File: config.mk
export PLATFORM = sky130hd
export DESIGN_NAME = voice_mix_pwm
export DESIGN_NICKNAME = d
export VERILOG_FILES = /design/src/rtl/audio_pkg.sv /design/src/rtl/voice_mix_pwm_pwm_core.sv /design/src/rtl/voice_mix_pwm.sv
export SDC_FILE = /design/constraint.sdc
export NUM_CORES = 1
export LEC_CHECK = 0
export CAP_MARGIN = 20
export CELL_PAD_IN_SITES_DETAIL_PLACEMENT = 2
export CELL_PAD_IN_SITES_GLOBAL_PLACEMENT = 2
export CORE_ASPECT_RATIO = 1.25
export CORE_MARGIN = 2
export CORE_UTILIZATION = 46
export DETAILED_ROUTE_END_ITERATION = 7
export DONT_BUFFER_PORTS = 1
export PLACE_DENSITY = 0.81
export SYNTH_ARGS = -nofsm -noshare
export SYNTH_HDL_FRONTEND = slang
export SYNTH_SLANG_ARGS = --single-unit
File: constraint.sdc
create_clock -name clk -period 5.2 [get_ports clk]
set_input_delay 0.52 -clock clk [delete_from_list [all_inputs] [get_ports clk]]
set_output_delay 0.52 -clock clk [all_outputs]
set_load 0.02 [all_outputs]
File: src/rtl/audio_pkg.sv
// Shared definitions for the audio output stages: mixer FSM states,
// midscale duty and accumulator sizing helpers.
package audio_pkg;

  localparam int DEFAULT_PWM_W = 8;
  localparam int MIDSCALE      = 2 ** (DEFAULT_PWM_W - 1);

  typedef enum logic [1:0] {
    IDLE  = 2'd0,
    ACCUM = 2'd1,
    SCALE = 2'd2
  } mix_state_t;

  // Signed accumulator wide enough that summing num_voices samples cannot overflow.
  function automatic int acc_width(input int sample_w, input int num_voices);
    return sample_w + $clog2(num_voices) + 1;
  endfunction

  function automatic int midscale(input int pwm_w);
    return 2 ** (pwm_w - 1);
  endfunction

endpackage

File: src/rtl/voice_mix_pwm_pwm_core.sv
// PWM engine: free-running period counter, double-buffered duty/clip and the
// registered comparator driving the audio pin.
module pwm_core
  import audio_pkg::*;
#(
  parameter int PWM_W = 8
) (
  input  logic             clk,
  input  logic             rst_n,
  input  logic             mute,
  input  logic [PWM_W-1:0] duty_next,
  input  logic             clip_next,
  output logic [PWM_W-1:0] cnt,
  output logic             aud_pwm,
  output logic             sample_tick,
  output logic             clip
);

  localparam logic [PWM_W-1:0] CNT_MAX  = '1;
  localparam logic [PWM_W-1:0] MID_DUTY = PWM_W'(midscale(PWM_W));

  logic [PWM_W-1:0] duty_active;

  // Duty and clip only change at the period boundary, so a period never mixes two samples.
  always_ff @(posedge clk or negedge rst_n) begin
    if (!rst_n) begin
      cnt         <= '0;
      duty_active <= MID_DUTY;
      aud_pwm     <= 1'b0;
      sample_tick <= 1'b0;
      clip        <= 1'b0;
    end else begin
      cnt         <= cnt + 1'b1;
      sample_tick <= (cnt == CNT_MAX);
      aud_pwm     <= ~mute & (cnt < duty_active);
      if (cnt == CNT_MAX) begin
        duty_active <= duty_next;
        clip        <= clip_next;
      end
    end
  end

endmodule

File: src/rtl/voice_mix_pwm.sv
// Mono audio output stage: serially mixes the voice samples once per PWM
// period, saturates the sum and hands the resulting duty to pwm_core.
module voice_mix_pwm
  import audio_pkg::*;
#(
  parameter int NUM_VOICES = 4,
  parameter int SAMPLE_W   = 8,
  parameter int PWM_W      = 8
) (
  input  logic                           clk,
  input  logic                           rst_n,
  input  logic [NUM_VOICES*SAMPLE_W-1:0] voice_in,
  input  logic [NUM_VOICES-1:0]          voice_on,
  input  logic                           mute,
  output logic                           aud_pwm,
  output logic                           aud_sd,
  output logic                           sample_tick,
  output logic                           clip
);

  localparam int ACC_W = acc_width(SAMPLE_W, NUM_VOICES);
  localparam int IDX_W = (NUM_VOICES > 1) ? $clog2(NUM_VOICES) : 1;

  localparam logic [IDX_W-1:0]           LAST_IDX = IDX_W'(NUM_VOICES - 1);
  localparam logic signed [ACC_W-1:0]    ACC_MAX  = ACC_W'(2 ** (SAMPLE_W - 1) - 1);
  localparam logic signed [ACC_W-1:0]    ACC_MIN  = ACC_W'(-(2 ** (SAMPLE_W - 1)));
  localparam logic signed [SAMPLE_W-1:0] S_MAX    = SAMPLE_W'(2 ** (SAMPLE_W - 1) - 1);
  localparam logic signed [SAMPLE_W-1:0] S_MIN    = SAMPLE_W'(-(2 ** (SAMPLE_W - 1)));
  localparam logic [PWM_W-1:0]           MID_DUTY = PWM_W'(midscale(PWM_W));

  mix_state_t                     state;
  logic [IDX_W-1:0]               idx;
  logic signed [ACC_W-1:0]        acc;
  logic [NUM_VOICES*SAMPLE_W-1:0] shadow_voice;
  logic [NUM_VOICES-1:0]          shadow_on;
  logic [PWM_W-1:0]               duty_next;
  logic                           clip_next;
  logic [PWM_W-1:0]               cnt;

  logic signed [SAMPLE_W-1:0]     cur_sample;
  logic signed [SAMPLE_W-1:0]     clamped;
  logic                           sat;
  logic [SAMPLE_W-1:0]            offset;
  logic [PWM_W-1:0]               scaled;

  assign cur_sample = shadow_on[idx] ? shadow_voice[idx*SAMPLE_W +: SAMPLE_W] : '0;

  always_comb begin
    sat     = 1'b0;
    clamped = acc[SAMPLE_W-1:0];
    if (acc > ACC_MAX) begin
      clamped = S_MAX;
      sat     = 1'b1;
    end else if (acc < ACC_MIN) begin
      clamped = S_MIN;
      sat     = 1'b1;
    end
  end

  // Adding half-scale to a two's complement value is just flipping its sign bit.
  assign offset = {~clamped[SAMPLE_W-1], clamped[SAMPLE_W-2:0]};
  assign scaled = PWM_W'(offset);

  always_ff @(posedge clk or negedge rst_n) begin
    if (!rst_n) begin
      state        <= IDLE;
      idx          <= '0;
      acc          <= '0;
      shadow_voice <= '0;
      shadow_on    <= '0;
      duty_next    <= MID_DUTY;
      clip_next    <= 1'b0;
    end else begin
      case (state)
        IDLE: begin
          if (cnt == '0) begin
            shadow_voice <= voice_in;
            shadow_on    <= voice_on;
            acc          <= '0;
            idx          <= '0;
            state        <= ACCUM;
          end
        end
        ACCUM: begin
          acc <= acc + ACC_W'(cur_sample);
          if (idx == LAST_IDX) begin
            state <= SCALE;
          end else begin
            idx <= idx + 1'b1;
          end
        end
        SCALE: begin
          duty_next <= scaled;
          clip_next <= sat;
          state     <= IDLE;
        end
        default: state <= IDLE;
      endcase
    end
  end

  // Amplifier enable deliberately ignores the counter so mute acts on the next edge.
  always_ff @(posedge clk or negedge rst_n) begin
    if (!rst_n) begin
      aud_sd <= 1'b0;
    end else begin
      aud_sd <= ~mute;
    end
  end

  pwm_core #(
    .PWM_W (PWM_W)
  ) u_pwm_core (
    .clk         (clk),
    .rst_n       (rst_n),
    .mute        (mute),
    .duty_next   (duty_next),
    .clip_next   (clip_next),
    .cnt         (cnt),
    .aud_pwm     (aud_pwm),
    .sample_tick (sample_tick),
    .clip        (clip)
  );

endmodule

# --- After elaboration in Yosys (flattened, before gate mapping) ---
# Index checks and enable logic that the tools add are counted.
classes:
  n_reduce_logical: 7
  n_shift: 1
  n_lt_le_gt_ge: 4
  n_mux: 15
  add_sub_neg: 3
  n_eq_ne: 7
  bitwise: 3
ops:
  columns: ["operator", "n"]
  rows:
  - ["$shiftx 32x6->8", 1]
  - ["$mux 8", 3]
  - ["$pmux 11 s2", 1]
  - ["$add 11x8->11", 1]
  - ["$gt 11x8->1 const B", 1]
  - ["$lt 11x8->1 const B", 1]
  - ["$mux 11", 1]
  - ["$add 8x1->8 const B", 1]
  - ["$eq 8x8->1 const B", 1]
  - ["$logic_not 8->1", 1]
  - ["$lt 8x8->1", 1]
  - ["$mux 2", 4]
  - ["$pmux 2 s2", 2]
  - ["$ne 2x2->1 const B", 3]
  - ["$reduce_and 2->1", 3]
  - ["$eq 2x2->1 const B", 2]
  - ["$lt 2x3->1 const B", 1]
  - ["$mux 1", 3]
  - ["$reduce_and 3->1", 1]
  - ["$add 2x1->2 const B", 1]
  - ["$bmux 1 s2", 1]
  - ["$eq 2x1->1 const B", 1]
  - ["$logic_not 2->1", 1]
  - ["$not 1->1", 2]
  - ["other kinds (2)", 2]
word_totals:
  regBits: 80
  output_inout_bits: 4
  wordCells: 53

# --- Longest topological paths before layout ---
# Gate-level depths: netlist of the first run.
depth:
  ltp_word: 5
  depth_mapped: 12

# --- By module ---
# From an unflattened synthesis of the first run, not the netlist that was laid out.
hier_totals:
  hier_cells: 318
  hier_area_um2: 3951.3
by_module_without_submodules:
  columns: ["module", "area_each_um2", "seq_area_each_um2", "cells_each", "n_inst"]
  rows:
  - ["voice_mix_pwm", 3061.7, 1527.7, 249, 1]
  - ["pwm_core", 889.6, 476.7, 69, 1]

# --- Worst setup path before layout of the first run ---
# No wires, ideal clock.
synth_path:
  kind: "register to register"
  startpoint: "register idx[0]"
  endpoint: "register acc[10]"
  arrival_time_ns: 2.823
  synth_period_minus_slack_ns: 2.952
  slack_ns: 2.248
  path_buffers: 1
  stages_incl_launch_ff: 12
  path_cell_list: "dfrtp_1 buf_6 mux4_1 and2b_2 ha_1 fa_1 a21o_1 a221oi_2 o31ai_4 xnor2_1 o211ai_2 o31ai_1"
synth_via:
  elab_chain_cells: 5
  word_cells_on_any_way: 6
synth_lines:
  columns: ["element", "line", "rtl"]
  rows:
  - ["start: declaration", "voice_mix_pwm.sv:32", "logic [IDX_W-1:0] idx;"]
  - ["start signal: assignment", "voice_mix_pwm.sv:89", "idx <= idx + 1'b1;"]
  - ["branches (longest 2 deep; another with $shiftx 32x6->8)", null, null]
  - ["$mux 8 *", "voice_mix_pwm.sv:46", "assign cur_sample = shadow_on[idx] ? shadow_voice[idx*SAMPLE_W +: SAMPLE_W] : '0;"]
  - ["$add 11x8->11 *", "voice_mix_pwm.sv:85", "acc <= acc + ACC_W'(cur_sample);"]
  - ["$pmux 11 s2 *", "voice_mix_pwm.sv:74", "case (state)"]
  - ["end signal: assignment", "voice_mix_pwm.sv:85", null]
  - ["end: declaration", "voice_mix_pwm.sv:33", "logic signed [ACC_W-1:0] acc;"]
# Mark *: on every way between the ends. The select of a mux whose other input is x is not followed.
# A chain may end at the register's enable or synchronous reset.

# --- Worst setup path in the final report of the first run ---
# Same ends and word-level chain as after synthesis.

==> metrics.yaml, run 1 <==
status:
  status: "finished, final reports clean"
synthesis:
  ys_ff_latch: 80
  synth_fp_nets: 377
  postSynthCellCount: 317
  synth_top_family_by_area: "multiplexers"
  synth_adder_area_share: 0.0691
  ys_seq_area_frac: 0.512
  syn_avg_cell_area_um2: 12.3
  async_reset_ff_frac: 1.00
  synth_edf_count: 0
  yosysUniqueCellTypes: 42
  synth_compound_area_frac: 0.0879
  synthesis.area_mm2: 0.00391
  synth.top_cell.area_share: 0.499
  synth_flop_cell: "dfrtp_1"
  synth_top_area_cell: "dfrtp_1"
  ys.warnings.count: 0
  synth_simple_gate_area_frac: 0.0911
  synth_area_leaders: "dfrtp_1, mux2_2, ha_1"
  synthMuxAreaShare: 0.171
  synth-xor-area-share: 0.0336
global_route:
  grt_max_degree: 81
  grt_pass1_vias: 2686
  track_usage: 0.195
  overflow: 0
  grt_antenna_before_repair: 0
  grt_first_pass_wirelength_mm: 13.7
timing:
  layout_min_cycle_time_ns: 3.38
  hold_viol: 0
  tightest_slew_ns: 0.593
  setup_viol: 0
  slew_viol_final: 0
  skew_ns: 0.0101
  max_freq_ghz: 0.296
  worst_slew_margin_rel: 0.605
  fin_crit_sh: 0.649
  finalSetupTns_ns: 0
  hold-worst-slack_ns: 0.0541
  rsz0062_at_grt: "no"
clock_tree:
  clock_sink_count: 80
  cts_buffers: 9
  htree_levels: 3
  cts_root_buf: "clkbuf_8"
  clk_latency_ns: 0.36
  cts_tree: "yes"
  holdBufCountCts: 1
  cts_setup_buffers: 0
  path_clk_slew_ns: 0.08
  cts_buffer_depth: 2
  cts_resized: 0
cells_and_area:
  drive_gt1_frac: 0.214
  diodes: 0
  final_cells: 419
  mostFrequentLayoutCells: "dfrtp_1, mux2_2, nand2_1, o21ai_0, ha_1"
  syn_to_final_growth_pct: 7.38
  fin_nets: 377
  final_core_util: 0.510
  mostFrequentLayoutCell: "dfrtp_1"
floorplan:
  die-area_mm2: 0.00927
  ios: 43
  rows: 37
  core_mm2: 0.00824
  die_y_um: 107
  die_w_um: 86.5
  initial_core_util: 0.475
drt:
  antenna_left: 0
  drt_iter0_drc: 42
  totalWireLength_mm: 8.12
  wl_per_cell_um: 19.4
  vias: 2385
  vias_per_cell: 5.69
  drc_errors: 0
  dr.pass1.iters: 4
hold_path:
  holdCritPathClass: "input port to asynchronous set/reset pin"
worst_setup_path:
  endpoint_kind: "flip-flop"
  r2r_cells: 10
  worst-endpoint-required_ns: 5.46
  cp-start-kind: "flip-flop"
  critPathKind: "flip-flop to flip-flop"
  arrival_ns: 3.64
  crit_path_max_fanout: 11
placement:
  place.gp.congestion: 0.692
  dp_hpwl_mm: 5.59
  portBuffers: 0
  post-place-cells: 402
power_and_ir_drop:
  powerDensity_mw_per_mm2: 383
  max-vdd-ir-drop_mv: 0.195
  p_leak_nw: 1.96
flow_run:
  drv_cap: 0
critical path, stage by stage (launching register included):
cell and delay (ns):
dfrtp_1 0.68, mux4_1 0.61, and2b_2 0.20, ha_1 0.21, fa_1 0.40, a21o_1 0.22, a221oi_2 0.41, o31ai_4 0.11
xnor2_1 0.23, o211ai_2 0.10, o31ai_1 0.09
flip-flops by register name, indices dropped and copies added, names as in the netlist:
register and cells:
acc 11, aud_sd 1, clip_next 1, duty_next 8, idx 2, shadow_on 4
shadow_voice 32, state 2, u_pwm_core.aud_pwm 1, u_pwm_core.clip 1, u_pwm_core.cnt 8, u_pwm_core.duty_active 8
u_pwm_core.sample_tick 1
Yosys cell counts, types with 2 or more instances:
master    count
a21o_1        7
a21oi_1       8
a31oi_1       2
and2b_2       7
and3_1        2
buf_2         6
buf_6         2
clkbuf_1      4
dfrtp_1      78
dfstp_2       2
ha_1         20
inv_1        15
mux2_2       38
mux2i_1       2
mux4_1        7
nand2_1      30
nand2b_1      2
nand3_1      15
nor2_1        4
nor3_1        3
o21ai_0      24
o21ai_1       6
xnor2_1       7
xor2_1        8
worst paths after layout:
kind	from	end	slack [ns]
setup / recovery	idx[0]$_DFFE_PN0P_	acc[10]$_DFFE_PN0P_	1.82
hold / removal	rst_n	u_pwm_core.cnt[3]$_DFF_PN0_	0.05
setup reg to reg	idx[0]$_DFFE_PN0P_	acc[10]$_DFFE_PN0P_	1.82
hold reg to reg	duty_next[0]$_DFFE_PN0N_	duty_next[0]$_DFFE_PN0N_	0.47
max in group asynchronous	rst_n	duty_next[7]$_DFFE_PN1N_	4.82
min in group clk	mute	aud_sd$_DFF_PN0_	0.21
where the power goes:
group	total, mW	internal, mW	switching [mW]	leakage, nW
Clock	0.503	0.284	0.220	0.108
Combinational	0.320	0.144	0.177	0.899
Sequential	0.784	0.713	0.0707	0.957
kinds of logic after synthesis:
family,count (synthesis)
compound gates,55
xor+xnor,15
fa+ha+maj,21
buf+inv,28
flops,80
mux,49
simple gates,69
metrics by stage:
step,worst slack (ns),instance area (um^2),power (mW)
2_1_floorplan,2.25,3910,1.03
3_3_place_gp,1.90,3960,1.08
3_5_place_dp,1.84,3960,1.10
4_1_cts,1.80,4200,1.63
5_1_grt,1.58,4200,1.70
6_report,1.82,4200,1.61
area by class of cell:
class / instances / area (um^2)
fillers: 815 / 4040
flip-flops and latches: 80 / 2000
multi-input cells: 209 / 1770
clock buffers: 13 / 149
well taps: 97 / 121
clock inverters: 3 / 65.1
inverters: 15 / 56.3
repair buffers: 2 / 35.0
per-layer routing:
layer / global-route usage / up-vias / share of wire
met5: 0 / - / 0
met4: 0.0926 / 0 / 0.019
met3: 0.0385 / 10 / 0.036
met2: 0.342 / 49 / 0.54
met1: 0.225 / 1216 / 0.40
li1: - / 1110 / -
Power figures use the tool's default switching activity.
==> run 2: changes to the inputs <==
--- a/config.mk
+++ b/config.mk
@@ -10,10 +10,10 @@
 export CELL_PAD_IN_SITES_GLOBAL_PLACEMENT = 2
 export CORE_ASPECT_RATIO = 1.25
 export CORE_MARGIN = 2
-export CORE_UTILIZATION = 46
+export CORE_UTILIZATION = 43
 export DETAILED_ROUTE_END_ITERATION = 7
 export DONT_BUFFER_PORTS = 1
-export PLACE_DENSITY = 0.81
+export PLACE_DENSITY = 0.77
 export SYNTH_ARGS = -nofsm -noshare
 export SYNTH_HDL_FRONTEND = slang
 export SYNTH_SLANG_ARGS = --single-unit
==> constraint.sdc (replaced) <==
create_clock -name clk -period 3.35 [get_ports clk]
set_input_delay 0.335 -clock clk [delete_from_list [all_inputs] [get_ports clk]]
set_output_delay 0.335 -clock clk [all_outputs]
set_load 0.02 [all_outputs]
==> metrics.yaml, run 2 (synthesis gave the netlist of run 1 again) <==
cells_and_area:
  mostFrequentLayoutCell: "dfrtp_1"
  final_core_util: 0.490
  reg_top3: "shadow_voice (32), acc (11)"
  drive_gt1_frac: 0.224
  syn_to_final_growth_pct: 9.43
  mostFrequentLayoutCells: "dfrtp_1, mux2_2, nand2_1, o21ai_0, ha_1"
  final_cells: 446
  diodes: 0
  top_register: "shadow_voice"
  fin_nets: 381
  largest_reg_flops: 32
  finalInstanceArea_mm2: 0.00428
  n_fill_cell: 903
global_route:
  track_usage: 0.184
  grt_first_pass_wirelength_mm: 13.8
  grt_antenna_before_repair: 0
  grt_pass1_vias: 2802
  grt_max_degree: 81
  overflow: 0
floorplan:
  die_y_um: 111
  initial_core_util: 0.447
  die-area_mm2: 0.00989
  rows: 38
  die_w_um: 89.3
  core_mm2: 0.00875
  ios: 43
timing:
  skew_ns: 0.0112
  tightest_slew_ns: 0.598
  worst_slew_margin_rel: 0.602
  finalSetupTns_ns: 0
  slew_viol_final: 0
  hold-worst-slack_ns: 0.0248
  setup_ws_ns: 0.260
  hold_viol: 0
  max_freq_ghz: 0.324
  setup_viol: 0
  layout_min_cycle_time_ns: 3.09
  fin_crit_sh: 0.922
  rsz0062_at_grt: "no"
clock_tree:
  cts_root_buf: "clkbuf_8"
  cts_setup_buffers: 0
  clk_latency_ns: 0.36
  clock_sink_count: 80
  cts_tree: "yes"
  path_clk_slew_ns: 0.08
  cts_resized: 0
  htree_levels: 3
  cts_buffer_depth: 2
  cts_buffers: 9
worst_setup_path:
  crit_chain: "mux4_1 > and2b_2 > ha_1 > fa_1 > a21o_1 > a221oi_2 > o31ai_4 > xnor2_1 > o211ai_2 > o31ai_1"
  crit_family: "compound AO/OA/AOI/OAI gates"
  critPathSlowestCell: "mux4_1"
  arrival_ns: 3.33
  rrSetupSlack_ns: 0.26
  crit_buf_inv: 0
  cp_slowest_stage_delay_ns: 0.57
  endpoint_kind: "flip-flop"
  crit_path_max_fanout: 4
  critPathKind: "flip-flop to flip-flop"
  worst-endpoint-required_ns: 3.58
  cp-start-kind: "flip-flop"
placement:
  dpl_cell_area_mm2: 0.00401
  dp_hpwl_mm: 5.59
  place_ws_ns: 0.235
  place.gp.congestion: 0.732
  post-place-cells: 428
  portBuffers: 0
drt:
  vias_per_cell: 5.43
  antenna_left: 0
  drc_errors: 0
  drt_iter0_drc: 97
  totalWireLength_mm: 8.19
  dr.pass1.iters: 4
  wl_per_cell_um: 18.4
  vias: 2424
power_and_ir_drop:
  powerDensity_mw_per_mm2: 596
  max-vdd-ir-drop_mv: 0.271
  p_leak_nw: 1.99
  power_mw: 2.55
hold_path:
  holdCritPathClass: "input port to flip-flop"
status:
  status: "finished, final reports clean"
flow_run:
  drv_cap: 0
run 2: changes by cell type in the layout (fill, tap and decap cells not counted), sizes merged:
cell         delta
clkbuf          +1
clkinv          -1
dlygate4sd3     +1
buf             +3
run 2: timing repair:
item | 4_1_cts | 5_1_grt
endpoints found under the setup margin | 0 | 0
hold buffers | 2 | 0
endpoints found under the hold margin | 80 | 0
run 2: where the power goes:
group,switching [mW],internal (mW)
logic,0.289,0.225
registers,0.110,1.11
clock network,0.340,0.482
total,0.738,1.81
run 2: final timing paths:
check,endpoint,depth (start not counted),from
max reg2reg,acc[10]$_DFFE_PN0P_,10,idx[0]$_DFFE_PN0P_
max,acc[10]$_DFFE_PN0P_,10,idx[0]$_DFFE_PN0P_
min,aud_sd$_DFF_PN0_,1,mute
min reg2reg,duty_next[0]$_DFFE_PN0N_,2,duty_next[0]$_DFFE_PN0N_
min in group asynchronous,u_pwm_core.cnt[1]$_DFF_PN0_,2,rst_n
max in group asynchronous,shadow_voice[15]$_DFFE_PN0P_,2,rst_n
run 2: layout make-up:
cell class,instances,area [um^2],area share
well taps,120,150,0.0351
flip-flops and latches,80,2000,0.468
inverters,15,56.3,0.0131
repair buffers,6,67.6,0.0158
multi-input cells,209,1770,0.414
clock inverters,2,60.1,0.0140
clock buffers,14,173,0.0403
run 2: per-layer routing:
metal / track usage / vias to the layer above / part of all wire
met1: 0.216 / 1238 / 0.40
met3: 0.0357 / 15 / 0.032
met5: 0 / - / 0
li1: - / 1127 / -
met4: 0.0896 / 0 / 0.025
met2: 0.312 / 44 / 0.54
